## config.mk

```make
export PLATFORM = sky130hd
export DESIGN_NAME = stim_pulse_gen
export DESIGN_NICKNAME = d
export VERILOG_FILES = /design/src/rtl/stim_pkg.sv /design/src/rtl/stim_phase_timer.sv /design/src/rtl/stim_pulse_gen.sv
export SDC_FILE = /design/constraint.sdc
export NUM_CORES = 1
export LEC_CHECK = 0
export CAP_MARGIN = 20
export CORE_MARGIN = 5
export CORE_UTILIZATION = 40
export DETAILED_ROUTE_END_ITERATION = 10
export HOLD_SLACK_MARGIN = 0.02
export PLACE_DENSITY = 0.62
export SLEW_MARGIN = 20
export SYNTH_ARGS = -nofsm -noshare
export SYNTH_HDL_FRONTEND = slang
export SYNTH_SLANG_ARGS = --single-unit
```

## constraint.sdc

```tcl
create_clock -name clk -period 5.7 [get_ports clk]
set_input_delay 1.14 -clock clk [delete_from_list [all_inputs] [get_ports clk]]
set_output_delay 1.14 -clock clk [all_outputs]
set_load 0.02 [all_outputs]
```

## src/rtl/stim_pkg.sv

```systemverilog
`default_nettype none
// ============================================================================
// Module      : stim_pkg
// Description : Shared types and default timing for the biphasic stimulation
//               output stage. Holds the FSM state enum, default pulse
//               timing constants and the width of the pulse index.
// Revision    : 1.0 - initial release
// ============================================================================
package stim_pkg;

    typedef enum logic [2:0] {
        ST_IDLE    = 3'd0,
        ST_POS     = 3'd1,
        ST_GAP     = 3'd2,
        ST_NEG     = 3'd3,
        ST_REST    = 3'd4,
        ST_REFRACT = 3'd5
    } stim_state_t;

    localparam int unsigned DEF_PHASE_CYC   = 4;
    localparam int unsigned DEF_GAP_CYC     = 2;
    localparam int unsigned DEF_PERIOD_CYC  = 20;
    localparam int unsigned DEF_NUM_PULSES  = 3;
    localparam int unsigned DEF_REFRACT_CYC = 50;
    localparam int          DEF_CNT_WIDTH   = 16;

    localparam int          PULSE_IDX_W     = 8;

endpackage
`default_nettype wire

```

## src/rtl/stim_phase_timer.sv

```systemverilog
`default_nettype none
// ============================================================================
// Module      : stim_phase_timer
// Description : Down-counter used to time every FSM state. Loaded with
//               (duration-1) on state entry; holds at zero once expired.
// Ports       : clk       - clock, rising edge
//               rst       - asynchronous active-low reset
//               load      - load load_val this cycle (priority over count)
//               load_val  - value to load
//               zero      - counter currently equals zero
// Revision    : 1.0 - initial release
// ============================================================================
module stim_phase_timer #(
    parameter int cnt_width = 16
) (
    input  logic                 clk,
    input  logic                 rst,
    input  logic                 load,
    input  logic [cnt_width-1:0] load_val,
    output logic                 zero
);

    localparam logic [cnt_width-1:0] c_ONE = cnt_width'(1);

    logic [cnt_width-1:0] r_cnt;

    always_ff @(posedge clk or negedge rst) begin
        if (!rst) begin
            r_cnt <= '0;
        end else if (load) begin
            r_cnt <= load_val;
        end else if (r_cnt != '0) begin
            r_cnt <= r_cnt - c_ONE;
        end
    end

    assign zero = (r_cnt == '0);

endmodule
`default_nettype wire

```

## src/rtl/stim_pulse_gen.sv

```systemverilog
`default_nettype none
// ============================================================================
// Module      : stim_pulse_gen
// Description : Converts the rising edge of the classifier 'stimulation'
//               level into a charge-balanced biphasic pulse train
//               (POS / GAP / NEG, REST between pulses) followed by a
//               refractory lockout. All outputs are registered decodes of
//               the current state, so they appear one cycle after the state.
// Build macro : STIM_SAFE_ABORT_EN - when defined, an abort (en=1) during
//               POS/GAP/NEG lets the current pulse finish its NEG phase
//               before returning to IDLE; otherwise abort goes straight to
//               IDLE from any state.
// Ports       : clk          - sole clock, rising edge
//               rst          - asynchronous active-low reset
//               en           - active-low enable; 1 blocks triggers / aborts
//               stimulation  - detection level from controller
//               phase_pos    - anodic switch drive
//               phase_neg    - cathodic switch drive
//               busy         - FSM not idle
//               pulse_idx    - 0-based index of current pulse
//               train_done   - one-cycle strobe on entering refractory
// Revision    : 1.0 - initial release
// ============================================================================
module stim_pulse_gen
    import stim_pkg::*;
#(
    parameter int unsigned PHASE_CYC   = DEF_PHASE_CYC,
    parameter int unsigned GAP_CYC     = DEF_GAP_CYC,
    parameter int unsigned PERIOD_CYC  = DEF_PERIOD_CYC,
    parameter int unsigned NUM_PULSES  = DEF_NUM_PULSES,
    parameter int unsigned REFRACT_CYC = DEF_REFRACT_CYC,
    parameter int          cnt_width   = DEF_CNT_WIDTH
) (
    input  logic                   clk,
    input  logic                   rst,
    input  logic                   en,
    input  logic                   stimulation,
    output logic                   phase_pos,
    output logic                   phase_neg,
    output logic                   busy,
    output logic [PULSE_IDX_W-1:0] pulse_idx,
    output logic                   train_done
);

    localparam int unsigned REST_CYC = PERIOD_CYC - 2 * PHASE_CYC - GAP_CYC;

    localparam logic [cnt_width-1:0]   c_PHASE_LOAD   = cnt_width'(PHASE_CYC - 1);
    localparam logic [cnt_width-1:0]   c_GAP_LOAD     = cnt_width'(GAP_CYC - 1);
    localparam logic [cnt_width-1:0]   c_REST_LOAD    = cnt_width'(REST_CYC - 1);
    localparam logic [cnt_width-1:0]   c_REFRACT_LOAD = cnt_width'(REFRACT_CYC - 1);
    localparam logic [PULSE_IDX_W-1:0] c_LAST_IDX     = PULSE_IDX_W'(NUM_PULSES - 1);
    localparam logic [PULSE_IDX_W-1:0] c_IDX_ONE      = PULSE_IDX_W'(1);

    stim_state_t            r_state;
    stim_state_t            w_next;
    logic                   r_stim_prev;
    logic                   r_first;
    logic [PULSE_IDX_W-1:0] r_idx;
    logic                   w_trigger;
    logic                   w_zero;
    logic                   w_load;
    logic [cnt_width-1:0]   w_load_val;

    logic                   w_pos_d;
    logic                   w_neg_d;
    logic                   w_busy_d;
    logic                   w_done_d;

    // Only a fresh 0->1 edge while enabled can start a train; the IDLE
    // qualification is applied in the next-state logic.
    assign w_trigger = stimulation & ~r_stim_prev & ~en;

    always_ff @(posedge clk or negedge rst) begin
        if (!rst) begin
            r_stim_prev <= 1'b0;
        end else begin
            r_stim_prev <= stimulation;
        end
    end

`ifdef STIM_SAFE_ABORT_EN
    // An en pulse seen mid-pulse must be remembered until NEG completes.
    logic r_abort;

    always_ff @(posedge clk or negedge rst) begin
        if (!rst) begin
            r_abort <= 1'b0;
        end else if (w_next == ST_IDLE) begin
            r_abort <= 1'b0;
        end else if (en) begin
            r_abort <= 1'b1;
        end
    end
`endif

    // ------------------------------------------------------------------
    // State register
    // ------------------------------------------------------------------
    always_ff @(posedge clk or negedge rst) begin
        if (!rst) begin
            r_state <= ST_IDLE;
            r_first <= 1'b0;
        end else begin
            r_state <= w_next;
            r_first <= w_load;
        end
    end

    // ------------------------------------------------------------------
    // Next-state logic
    // ------------------------------------------------------------------
    always_comb begin
        w_next = r_state;
        case (r_state)
            ST_IDLE:    if (w_trigger) w_next = ST_POS;
            ST_POS:     if (w_zero)    w_next = ST_GAP;
            ST_GAP:     if (w_zero)    w_next = ST_NEG;
            ST_NEG: begin
                if (w_zero) begin
                    if (r_idx < c_LAST_IDX) w_next = ST_REST;
                    else                    w_next = ST_REFRACT;
                end
            end
            ST_REST:    if (w_zero)    w_next = ST_POS;
            ST_REFRACT: if (w_zero)    w_next = ST_IDLE;
            default:                   w_next = ST_IDLE;
        endcase

`ifdef STIM_SAFE_ABORT_EN
        // POS and GAP run to completion; the pulse always ends with a full
        // NEG phase, after which an abort returns to IDLE.
        if (r_state == ST_NEG && w_zero && (en || r_abort)) begin
            w_next = ST_IDLE;
        end
        if ((r_state == ST_REST || r_state == ST_REFRACT) && en) begin
            w_next = ST_IDLE;
        end
`else
        if (r_state != ST_IDLE && en) begin
            w_next = ST_IDLE;
        end
`endif
    end

    // Timer reloads on every state change, including REST->POS.
    assign w_load = (w_next != r_state);

    always_comb begin
        w_load_val = '0;
        case (w_next)
            ST_POS:     w_load_val = c_PHASE_LOAD;
            ST_GAP:     w_load_val = c_GAP_LOAD;
            ST_NEG:     w_load_val = c_PHASE_LOAD;
            ST_REST:    w_load_val = c_REST_LOAD;
            ST_REFRACT: w_load_val = c_REFRACT_LOAD;
            default:    w_load_val = '0;
        endcase
    end

    stim_phase_timer #(
        .cnt_width (cnt_width)
    ) u_timer (
        .clk      (clk),
        .rst      (rst),
        .load     (w_load),
        .load_val (w_load_val),
        .zero     (w_zero)
    );

    // Pulse index advances as the next pulse starts and clears on IDLE.
    always_ff @(posedge clk or negedge rst) begin
        if (!rst) begin
            r_idx <= '0;
        end else if (w_next == ST_IDLE) begin
            r_idx <= '0;
        end else if (r_state == ST_REST && w_next == ST_POS) begin
            r_idx <= r_idx + c_IDX_ONE;
        end
    end

    // ------------------------------------------------------------------
    // Output decode and output registers
    // ------------------------------------------------------------------
    always_comb begin
        w_pos_d  = (r_state == ST_POS);
        w_neg_d  = (r_state == ST_NEG);
        w_busy_d = (r_state != ST_IDLE);
        // REFRACT is entered only from a non-aborted NEG, so its first
        // cycle marks the end of a completed train.
        w_done_d = (r_state == ST_REFRACT) && r_first;
    end

    always_ff @(posedge clk or negedge rst) begin
        if (!rst) begin
            phase_pos  <= 1'b0;
            phase_neg  <= 1'b0;
            busy       <= 1'b0;
            train_done <= 1'b0;
            pulse_idx  <= '0;
        end else begin
            phase_pos  <= w_pos_d;
            phase_neg  <= w_neg_d;
            busy       <= w_busy_d;
            train_done <= w_done_d;
            pulse_idx  <= r_idx;
        end
    end

endmodule
`default_nettype wire
```

# == Word level (Yosys, flattened, before mapping) ==
# Cells that the tools add are included.
# totals
wordCells,53
register_bits,41
in_bits,4
output_inout_bits,12
# op_classes
n_bitwise,4
reduce_logical,11
mux,14
order_cmp,1
n_addsub,2
eq_ne,11
# ops
cell,count
$mux W16,2
$pmux W6 S4,1
$mux W3,7
$pmux W3 S6,1
$logic_not A16 Y1,1
$mux W8,2
$reduce_bool A16 Y1,1
$sub A16 B1 Y16 const B,1
$eq A3 B2 Y1 const B,4
$eq A3 B3 Y1 const B,4
$add A8 B1 Y8 const B,1
$lt A8 B2 Y1 const B,1
$eq A3 B1 Y1 const B,2
$logic_not A3 Y1,2
$reduce_bool A2 Y1,2
$logic_and A1 B1 Y1,3
$ne A3 B3 Y1,1
$reduce_bool A3 Y1,1
$and A1 B1 Y1,2
$not A1 Y1,2
$reduce_or A2 Y1,1
$mux W1,1

# == Logic depth before layout (Yosys ltp) ==
# Gate-level depths: netlist of the first run.
# logic_depth
word_depth,10
mapped_depth,8
ltp_nobuf,7

# == Cells and area by module ==
# Synthesis of the first run repeated with hierarchy kept, for this count alone.
# unflattened
hier_cells,215
hier_area_um2,2138.3
# modules_own_cells
module,cells_each,seq_area_each_um2,area_per_inst_um2,n_inst
stim_pulse_gen,111,625.6,1132.3,1
stim_phase_timer,104,400.4,1006.0,1

# == Worst setup path before layout of the first run ==
# OpenSTA, ideal clock, no wires.
# synth_path
path_type,input -> register
from,in en
to,reg u_timer.r_cnt[3]
t_required_ps,5575
path_stages,6
arrival_time_ps,2753
slack_ps,2823
path_buffers,1
setup_ps,125
cell_sequence,clkbuf_1 -> nor4b_1 -> o32ai_1 -> o311ai_0 -> o311ai_4 -> mux2_2
# synth_between
elab_chain_len,9
elab_cells_between_ends,16
classes_between,eq/ne: 6; mux: 5; bitwise: 2; reduce/logical: 3
# synth_rtl
element,line_no,rtl
start: declaration,stim_pulse_gen.sv:36,"input logic en,"
$not A1 Y1,stim_pulse_gen.sv:71,assign w_trigger = stimulation & ~r_stim_prev & ~en;
$and A1 B1 Y1,stim_pulse_gen.sv:71,
$mux W3,stim_pulse_gen.sv:115,ST_IDLE: if (w_trigger) w_next = ST_POS;
$pmux W3 S6,stim_pulse_gen.sv:114,case (r_state)
$mux W3 *,stim_pulse_gen.sv:139,if (r_state != ST_IDLE && en) begin
$eq A3 B1 Y1 or $eq A3 B2 Y1 (tied branches),stim_pulse_gen.sv:150,case (w_next)
$reduce_or A2 Y1 (no line),n/a,
$pmux W6 S4,stim_pulse_gen.sv:150,
$mux W16,stim_phase_timer.sv:30,end else if (load) begin
end signal: assignment,stim_phase_timer.sv:31,r_cnt <= load_val;
end signal: assignment,stim_phase_timer.sv:33,r_cnt <= r_cnt - c_ONE;
end: declaration,stim_phase_timer.sv:25,logic [cnt_width-1:0] r_cnt;
# Mark *: on every way between the ends. The rest lies on a longest branch, timed or not.
# A chain may end at the register's enable or synchronous reset.

# == Final worst setup path of the first run ==
# Same ends and word-level chain as after synthesis.

==> run metrics, run 1 <==
Final setup viols 0; I/O pins 16; Clock Skews between 0.009 and 0.01 ns; die width 82.1 microns; Tcrit/Tclk final 0.602; Sink Count 41; status finished, final reports clean; number of max-cap violations 0; number of synthesized flops with an enable pin 0; Port-buffer cells 15; Relative slew margins 0.406; critical path class in2reg; Post-route DRC 0; Resized cells post-CTS 0; routed wire length just under 4 mm; Synth Flop Type dfrtp_1; CP Capture Type register; Static Leakage 1.04 nW; Total Power Consumption 1.14 mW; Yosys reg bits just over 40; Die Area 0.00674 sq mm; Final GP Congestion between 0.7 and 0.8; GRT Total Usage 0.135; Tightest Hold Check Type reg2reg; ANT cells 0; H-Tree Depth 2; synthesized cell area around 0.0021 sq mm; CTS Buf Count 5; dpl cells 270; worst hold stages 0; post-route minimum period 3.43 ns; ratio of cells with drive above 1 in the final layout 0.111; drt first pass iters 4; PwrDens around 470 mW/mm^2; sequential area share after synthesis 0.493; hpwl dp 2.80 mm; Worst Reg-to-Reg Cells 7; CTS Buffer Depth 2; final hold vios 0; largest net degree at the start of global routing between 40 and 50; wire length per cell about 14 microns; Area contributors post-synth dfrtp_1 49%, nor2_1 4.5%, xnor2_1 3.8%; Worst Path Arrival 3.61 ns; final non-filler cell total ~280; CTS tree yes; Largest stage delay, worst path 0.67 ns; vias in the first global route ~1.4k; Crit Path Max Fanout 16; CP Launch Type input pin; total setup buffers inserted after CTS 0; final slew viol count 0; Initial DRC Count slightly below 80; setup_tns 0 ns; CTS hold repair buffers 0; Final nets between 200 and 250; slowest library cell on the worst path o311ai_4; vias per inst roughly 5.2; post-place instance area between 0.002 and 0.0025 sq mm; largest area contributor in the netlist dfrtp_1; multi-input logic area around 0.001 sq mm; Die Span Y around 80 microns; Starting Density 0.410; synth cell count leaders 41 x dfrtp_1, 25 x nor2_1, 11 x nand2_1; final instance area approximately 0.0024 sq mm; Synth top area share 0.493; top-count cell post-synth dfrtp_1; Post-Synthesis Net Count between 150 and 200; cells along the critical path clkdlybuf4s50_1 -> nor4b_1 -> o32ai_1 -> or2_2 -> o311ai_4 -> mux2_2; Yosys cell types 47; Vias roughly 1.5k; Routed Antenna Nets 0; Syn Inst Count between 150 and 200; Clock Latency Late Sink between 0.2 and 0.3 ns; initial antenna violation count 0; Filler cells 502; Tightest Pin Transition roughly 0.89 ns; CORE AREA 0.00507 sq mm; Mapped Avg Cell Area 10.9 sq um; unrepaired setup endpoints after global routing false; clk root buf clkbuf_8; peak supply drop approximately 0.00024 V; first-pass GRT wire length 6.86 mm; Required @ worst endpoint just under 6 ns; gr ovfl total 0; Area Growth Syn to Fin 15.7%; row cnt 26; Post-synth ARST share 1.00; Seq. cell area around 0.0010 sq mm; Ys Warns 0; CTS clk-pin slew, worst paths ~0.080 ns; fmax slightly below 300 MHz
[worst paths after layout]
path / to / start / slack (ns)
max: u_timer.r_cnt[3] / en / 2.27
min: pulse_idx[7] / r_idx[7] / 0.43
max reg2reg: u_timer.r_cnt[3] / u_timer.r_cnt[0] / 2.72
min reg2reg: pulse_idx[7] / r_idx[7] / 0.43
max in group asynchronous: u_timer.r_cnt[0] / rst / 4.18
min in group asynchronous: u_timer.r_cnt[4] / rst / 0.97
[worst max-delay path: cells and delay by family]
kind | cells | cell delay [ns]
AO/OA/AOI/OAI | 2 | 0.85
AND/OR/NAND/NOR | 2 | 0.64
buffers and inverters | 1 | 0.56
multiplexers | 1 | 0.41
[metrics by stage]
step	worst slack (ns)	hold WS (ns)	utilization
finish	2.27	0.426	0.474
global route	2.12	0.461	0.474
CTS	2.29	0.428	0.474
detailed placement	1.97	0.411	0.451
global placement	2.01	0.405	0.451
floorplan	2.82	0.386	-
[cell type report]
| type | count | share of cell area |
|---|---|---|
| Multi-Input combinational cell | 137 | 0.416 |
| Sequential cell | 41 | 0.426 |
| Clock inverter | 2 | 0.0156 |
| Inverter | 7 | 0.0109 |
| Timing Repair Buffer | 15 | 0.0603 |
| Clock buffer | 6 | 0.0343 |
| Tap cell | 70 | 0.0364 |
[flip-flops by register name, summed over array words and instances (netlist names)]
name and count:
phase_pos 1, busy 1, r_idx 8, train_done 1, r_state 3, u_timer.r_cnt 16, r_stim_prev 1, phase_neg 1
pulse_idx 8, r_first 1
[placed cells by master (no fill, tap or decap), types with 5 or more instances in the layout]
cell	instances
clkbuf_8	6
dfrtp_1	41
mux2i_1	5
nand3_1	9
nand2_1	11
xnor2_1	9
xor2_1	9
a21oi_1	9
clkdlybuf4s50_1	14
inv_1	7
nor2_1	25
[where the power goes]
group	switching [mW]	internal, mW	total (mW)
combinational	0.254	0.204	0.458
clock	0.0976	0.142	0.240
sequential	0.0911	0.353	0.444
total	0.442	0.699	1.14
[logic make-up after synthesis]
family                     count (synthesis)  share of synthesized area
DFF                                       41                      0.493
adders and majority gates                  2                     0.0120
and+or+nand+nor                           87                      0.264
AOI/OAI and AO/OA                         23                     0.0938
muxes                                      7                     0.0361
xor gates and xnor gates                  18                     0.0758
buffers and inverters                     13                     0.0253
[routing by layer]
metal | wire length, microns | track usage | vias up
met3 | 140 | 0.0369 | 4
met4 | 38 | 0.0449 | 0
met5 | 0 | 0 | -
li1 | - | - | 728
met1 | 1980 | 0.184 | 707
met2 | 1770 | 0.208 | 18
No activity file was read; power rests on OpenSTA's default activity.
==> run 2, diff against run 1 <==
--- a/config.mk
+++ b/config.mk
@@ -10,7 +10,7 @@
 export CORE_UTILIZATION = 40
 export DETAILED_ROUTE_END_ITERATION = 10
 export HOLD_SLACK_MARGIN = 0.02
-export PLACE_DENSITY = 0.62
+export PLACE_DENSITY = 0.64
 export SLEW_MARGIN = 20
 export SYNTH_ARGS = -nofsm -noshare
 export SYNTH_HDL_FRONTEND = slang
==> constraint.sdc (replaced) <==
create_clock -name clk -period 3.13 [get_ports clk]
set_input_delay 0.626 -clock clk [delete_from_list [all_inputs] [get_ports clk]]
set_output_delay 0.626 -clock clk [all_outputs]
set_load 0.02 [all_outputs]
==> run 2 against run 1 <==
Compared with the run above: register-to-register slack worse by 2.4 ns; combinational power up 95%; clock skew about the same; count of clock-buffer cells in the layout down 1; non-clock buffer count up 7; critical path type is now reg2reg; first-iteration DRC count down 54%; die area unchanged; cell count up 2.5%; clock power up 81%; total power up 85%; critical path depth up 2.
==> run metrics, run 2 (synthesis gave the netlist of run 1 again) <==
status finished, final reports clean (unchanged); Post-route DRC 0 (unchanged); Die Area 0.00674 sq mm (unchanged); gr ovfl total 0 (unchanged); most frequent cells in the layout 41 x dfrtp_1, 25 x nor2_1, 14 x clkdlybuf4s50_1, 11 x nand2_1 (unchanged); Total Power Consumption 2.11 mW (was 1.14 mW); Tightest Hold Check Type reg2reg (unchanged); critical path launch point u_timer.r_cnt[0] (was en); final slew viol count 0 (unchanged); H-Tree Depth 2 (unchanged); Final GP Congestion 0.806 (was 0.758); Critical R2R Launch u_timer.r_cnt[0] (unchanged); CORE AREA 0.00507 sq mm (unchanged); Initial DRC Count 36 (was 79); Starting Density 0.410 (unchanged); Routed Antenna Nets 0 (unchanged); Biggest register u_timer.r_cnt (unchanged); CP Capture Type register (unchanged); largest net degree at the start of global routing 42 (unchanged); critical path class reg2reg (was in2reg); unrepaired setup endpoints after global routing false (unchanged); Largest stage delay, worst path 0.52 ns (was 0.67 ns); Required @ worst endpoint 3.35 ns (was 5.88 ns); FF-to-FF setup slack 0.32 ns (was 2.72 ns); Worst Reg-to-Reg Cells 8 (was 7); CP Launch Type register (was input pin); setup_tns 0 ns (unchanged); Static Leakage 1.07 nW (was 1.04 nW); Largest register FFs 16 (unchanged); hpwl dp 3.05 mm (was 2.80 mm); die width 82.1 microns (unchanged); Sink Count 41 (unchanged); CTS Buf Count 5 (unchanged); vias per inst 5.32 (was 5.24); r2r endpoint u_timer.r_cnt[0] (was u_timer.r_cnt[3]); final hold vios 0 (unchanged); PwrDens 859 mW/mm^2 (was 474 mW/mm^2); Vias 1,516 (was 1,457); I/O pins 16 (unchanged); ratio of cells with drive above 1 in the final layout 0.140 (was 0.111); Tightest Pin Transition 0.903 ns (was 0.891 ns); initial antenna violation count 0 (unchanged); peak supply drop 0.000424 V (was 0.000237 V); number of max-cap violations 0 (unchanged); Relative slew margins 0.398 (was 0.406); cells along the critical path inv_1 -> ha_1 -> or4b_4 -> o41ai_1 -> o311ai_0 -> o311ai_4 -> buf_4 -> mux2i_2 (was clkdlybuf4s50_1 -> nor4b_1 -> o32ai_1 -> or2_2 -> o311ai_4 -> mux2_2); fmax between 300 and 400 MHz; vias in the first global route 1,510 (was 1,422); Crit Path Max Fanout 15 (was 16); Clock Skews 0.00978 ns (was 0.00935 ns); dpl cells 277 (was 270); biggest regs u_timer.r_cnt: 16 flops, pulse_idx: 8 flops, r_idx: 8 flops (unchanged); drt first pass iters 4 (unchanged); post-place instance area 0.00234 sq mm (was 0.00229 sq mm); Worst Setup EP u_timer.r_cnt[0] (was u_timer.r_cnt[3]); Post-Route Utilization 0.484 (was 0.474); final instance area 0.00245 sq mm (was 0.00241 sq mm); CTS hold repair buffers 0 (unchanged); ANT cells 0 (unchanged); clk root buf clkbuf_8 (unchanged); Clock Latency Late Sink 0.30 ns (was 0.29 ns); CTS clk-pin slew, worst paths 0.09 ns (was 0.08 ns); final non-filler cell total 285 (was 278); Tcrit/Tclk final 0.898; most common cell after layout, fill and taps aside dfrtp_1 (unchanged); Final setup viols 0 (unchanged); Port-buffer cells 15 (unchanged); total setup buffers inserted after CTS 0 (unchanged); Worst Path Arrival 3.03 ns (was 3.61 ns); row cnt 26 (unchanged); Resized cells post-CTS 0 (unchanged); post-route minimum period 2.81 ns; CTS Buffer Depth 2 (unchanged); slowest library cell on the worst path o41ai_1 (was o311ai_4); Final nets 220 (was 213); Area Growth Syn to Fin 18.0% (was 15.7%); GRT Total Usage 0.146 (was 0.135); routed wire length 4.27 mm (was 3.93 mm); first-pass GRT wire length 7.33 mm (was 6.86 mm); Die Span Y 82.1 microns (unchanged); CTS tree yes (unchanged); wire length per cell 15.0 microns (was 14.1 microns)
==> run 2: cell count changes in the layout (fill, tap and decap cells not counted), sizes merged <==
| cell | previous run | this run |
|---|---|---|
| clkinv | 0 | 1 |
| clkbuf | 6 | 5 |
| buf | 1 | 8 |
==> run 2: final cells by class <==
cell class	instances	area, sq um
sequential	41	1030
clock inverter	3	46.3
tap	70	87.6
multi-input combinational	137	1000
fill	500	2620
timing repair buffer	22	198
clock buffer	5	68.8
inverter	7	26.3
==> run 2: routing by layer <==
metal / part of all wire / wire [microns] / up-vias / track usage
li1: - / - / 744 / -
met1: 0.46 / 1980 / 736 / 0.191
met2: 0.46 / 1980 / 30 / 0.234
met3: 0.051 / 220 / 6 / 0.0293
met4: 0.020 / 84 / 0 / 0.0648
met5: 0 / 0 / - / 0
==> run 2: worst max-delay path, delay by kind of cell, from the launching register on <==
family | cells | cell delay (ns)
AO/OA/AOI/OAI | 3 | 1.02
AND/OR/NAND/NOR | 1 | 0.51
flip-flops | 1 | 0.41
buffers and inverters | 2 | 0.37
adder cells (fa/ha/maj) | 1 | 0.23
multiplexers | 1 | 0.21
==> run 2: where the power goes <==
group,internal (mW),switching [mW]
Clock,0.239,0.195
Combinational,0.394,0.501
Sequential,0.643,0.138
Total,1.28,0.834
==> run 2: through the flow <==
step                hold WS, ns  setup WS [ns]
CTS                       0.419          0.339
finish                    0.418          0.320
global route              0.437          0.179
global placement          0.409          0.340
floorplan                 0.330          0.748
detailed placement        0.412          0.275
==> run 2: how the worst min path moves through the flow <==
stage	slack, ns	end	from	cells past startpoint
6_report	0.42	pulse_idx[7]	r_idx[7]	0
5_1_grt	0.44	pulse_idx[7]	r_idx[7]	0
4_1_cts	0.42	pulse_idx[7]	r_idx[7]	0
3_5_place_dp	0.41	pulse_idx[7]	r_idx[7]	0
3_3_place_gp	0.41	pulse_idx[7]	r_idx[7]	0
2_1_floorplan	0.33	busy	rst	0
==> run 3, diff against run 2 <==
--- a/config.mk
+++ b/config.mk
@@ -8,6 +8,7 @@
 export CAP_MARGIN = 20
 export CORE_MARGIN = 5
 export CORE_UTILIZATION = 40
+export CTS_BUF_LIST = sky130_fd_sc_hd__clkbuf_4
 export DETAILED_ROUTE_END_ITERATION = 10
 export HOLD_SLACK_MARGIN = 0.02
 export PLACE_DENSITY = 0.64
==> run 3 against run 2 <==
Compared with the run above: maximum frequency is 0.28% lower; die area did not move; first-iteration DRC count decreased by 2.8%; clock skew increased by 0.0059 ns; count of clock-buffer cells in the layout did not move; sequential share of layout area grew 0.54 points; via count unchanged; combinational power is essentially flat; sequential power about the same; total power is 3.9% lower.
==> run metrics, run 3 (synthesis gave the netlist of run 1 again) <==
Clock Latency Late Sink 0.36 ns (was 0.30 ns); gr ovfl total 0 (unchanged); row cnt 26 (unchanged); PwrDens 836 mW/mm^2 (was 859 mW/mm^2); initial antenna violation count 0 (unchanged); status finished, final reports clean (unchanged); Starting Density 0.410 (unchanged); Total Power Consumption 2.03 mW (was 2.11 mW); final hold vios 0 (unchanged); Die Area 0.00674 sq mm (unchanged); Worst Path Arrival 3.10 ns (was 3.03 ns); hpwl dp 3.05 mm (unchanged); Filler cells 510 (was 500); CP Launch Type register (unchanged); final slew viol count 0 (unchanged); Tcrit/Tclk final 0.900 (was 0.898); GRT Total Usage 0.144 (was 0.146); Die Span Y 82.1 microns (unchanged); clk root buf clkbuf_4 (was clkbuf_8); CTS Buf Count 5 (unchanged); total setup buffers inserted after CTS 0 (unchanged); critical path class reg2reg (unchanged); biggest regs u_timer.r_cnt: 16 flops, pulse_idx: 8 flops, r_idx: 8 flops (unchanged); Post-route DRC 0 (unchanged); Largest register FFs 16 (unchanged); setup_tns 0 ns (unchanged); ANT cells 0 (unchanged); CTS tree yes (unchanged); Biggest register u_timer.r_cnt (unchanged); post-route minimum period 2.82 ns (was 2.81 ns); Required @ worst endpoint 3.41 ns (was 3.35 ns); Tightest Pin Transition 0.881 ns (was 0.903 ns); largest net degree at the start of global routing 42 (unchanged); Final setup viols 0 (unchanged); CTS hold repair buffers 0 (unchanged); routed wire length 4.18 mm (was 4.27 mm); die width 82.1 microns (unchanged); peak supply drop 0.000485 V (was 0.000424 V); H-Tree Depth 2 (unchanged); Clock Skews 0.0157 ns (was 0.00978 ns); unrepaired setup endpoints after global routing false (unchanged); Relative slew margins 0.413 (was 0.398); I/O pins 16 (unchanged); drt first pass iters 4 (unchanged); Final GP Congestion 0.806 (unchanged); Final WS setup 0.313 ns (was 0.320 ns); Port-buffer cells 15 (unchanged); most frequent cells in the layout 41 x dfrtp_1, 25 x nor2_1, 14 x clkdlybuf4s50_1, 11 x nand2_1 (unchanged); multi-input logic area 0.00100 sq mm (unchanged); Seq. cell area 0.00103 sq mm (unchanged); pre-CTS setup slack 0.275 ns (unchanged); Sink Count 41 (unchanged); most common cell after layout, fill and taps aside dfrtp_1 (unchanged); Vias 1,516 (unchanged); CTS clk-pin slew, worst paths 0.14 ns (was 0.09 ns); number of max-cap violations 0 (unchanged); ratio of cells with drive above 1 in the final layout 0.140 (unchanged); Final nets 220 (unchanged); vias per inst 5.32 (unchanged); Initial DRC Count 35 (was 36); fmax 355 MHz (was 356 MHz); first-pass GRT wire length 7.27 mm (was 7.33 mm); Area Growth Syn to Fin 16.5% (was 18.0%); CTS Buffer Depth 2 (unchanged); Resized cells post-CTS 0 (unchanged); CP Capture Type register (unchanged); Tightest Hold Check Type in2async (was reg2reg); Static Leakage 1.06 nW (was 1.07 nW); vias in the first global route 1,505 (was 1,510); Crit Path Max Fanout 15 (unchanged); wire length per cell 14.7 microns (was 15.0 microns); CORE AREA 0.00507 sq mm (unchanged); Routed Antenna Nets 0 (unchanged)
-- run 3: cell count changes in the layout (fill, tap and decap cells not counted) --
cell / delta
clkbuf_4: +5
clkbuf_8: -5
-- run 3: path summary, 6_finish.rpt --
kind / start / to / slack (ns) / cells past startpoint
worst max-delay path: u_timer.r_cnt[0] / u_timer.r_cnt[4] / 0.31 / 8
max in group asynchronous: rst / r_first / 2.20 / 1
worst min-delay path: rst / u_timer.r_cnt[5] / 0.38 / 1
min in group clk: r_idx[7] / pulse_idx[7] / 0.42 / 0
worst min register to register: r_idx[7] / pulse_idx[7] / 0.42 / 0
worst max register to register: u_timer.r_cnt[0] / u_timer.r_cnt[4] / 0.31 / 8
-- run 3: stage by stage --
stage | instances | area (sq um) | hold slack, ns | util
final | 285 | 2420 | 0.376 | 0.478
after global routing | 285 | 2420 | 0.434 | 0.478
after CTS | 285 | 2420 | 0.397 | 0.478
after detailed placement | 277 | 2340 | 0.412 | 0.461
after global placement | 277 | 2340 | 0.409 | 0.461
after floorplan | 191 | 2080 | 0.330 | -
-- run 3: area by class of cell --
class | instances | area share
clock buffers | 5 | 0.0155
inverters | 7 | 0.0108
clock inverters | 3 | 0.0191
well taps | 70 | 0.0361
flip-flops and latches | 41 | 0.423
repair buffers | 22 | 0.0816
multi-input cells | 137 | 0.414
-- run 3: power breakdown --
| group | switching, mW | leakage [nW] | internal, mW |
|---|---|---|---|
| Clock | 0.185 | 0.0414 | 0.169 |
| Sequential | 0.139 | 0.551 | 0.642 |
| Combinational | 0.498 | 0.463 | 0.394 |
-- run 3: routing by layer --
| layer | vias up | routed length [microns] | share of wire | GRT usage |
|---|---|---|---|---|
| met4 | 0 | 87 | 0.021 | 0.0631 |
| li1 | 742 | - | - | - |
| met5 | - | 0 | 0 | 0 |
| met1 | 738 | 2040 | 0.49 | 0.195 |
| met2 | 29 | 1910 | 0.46 | 0.221 |
| met3 | 7 | 140 | 0.034 | 0.0325 |
-- run 3: critical path: stages, from the launching register on --
cell and delay (ns):
dfrtp_1 0.42, inv_1 0.10, ha_1 0.22, or4b_4 0.51, o41ai_1 0.50, o311ai_0 0.33
o311ai_4 0.17, buf_4 0.27, mux2i_1 0.20
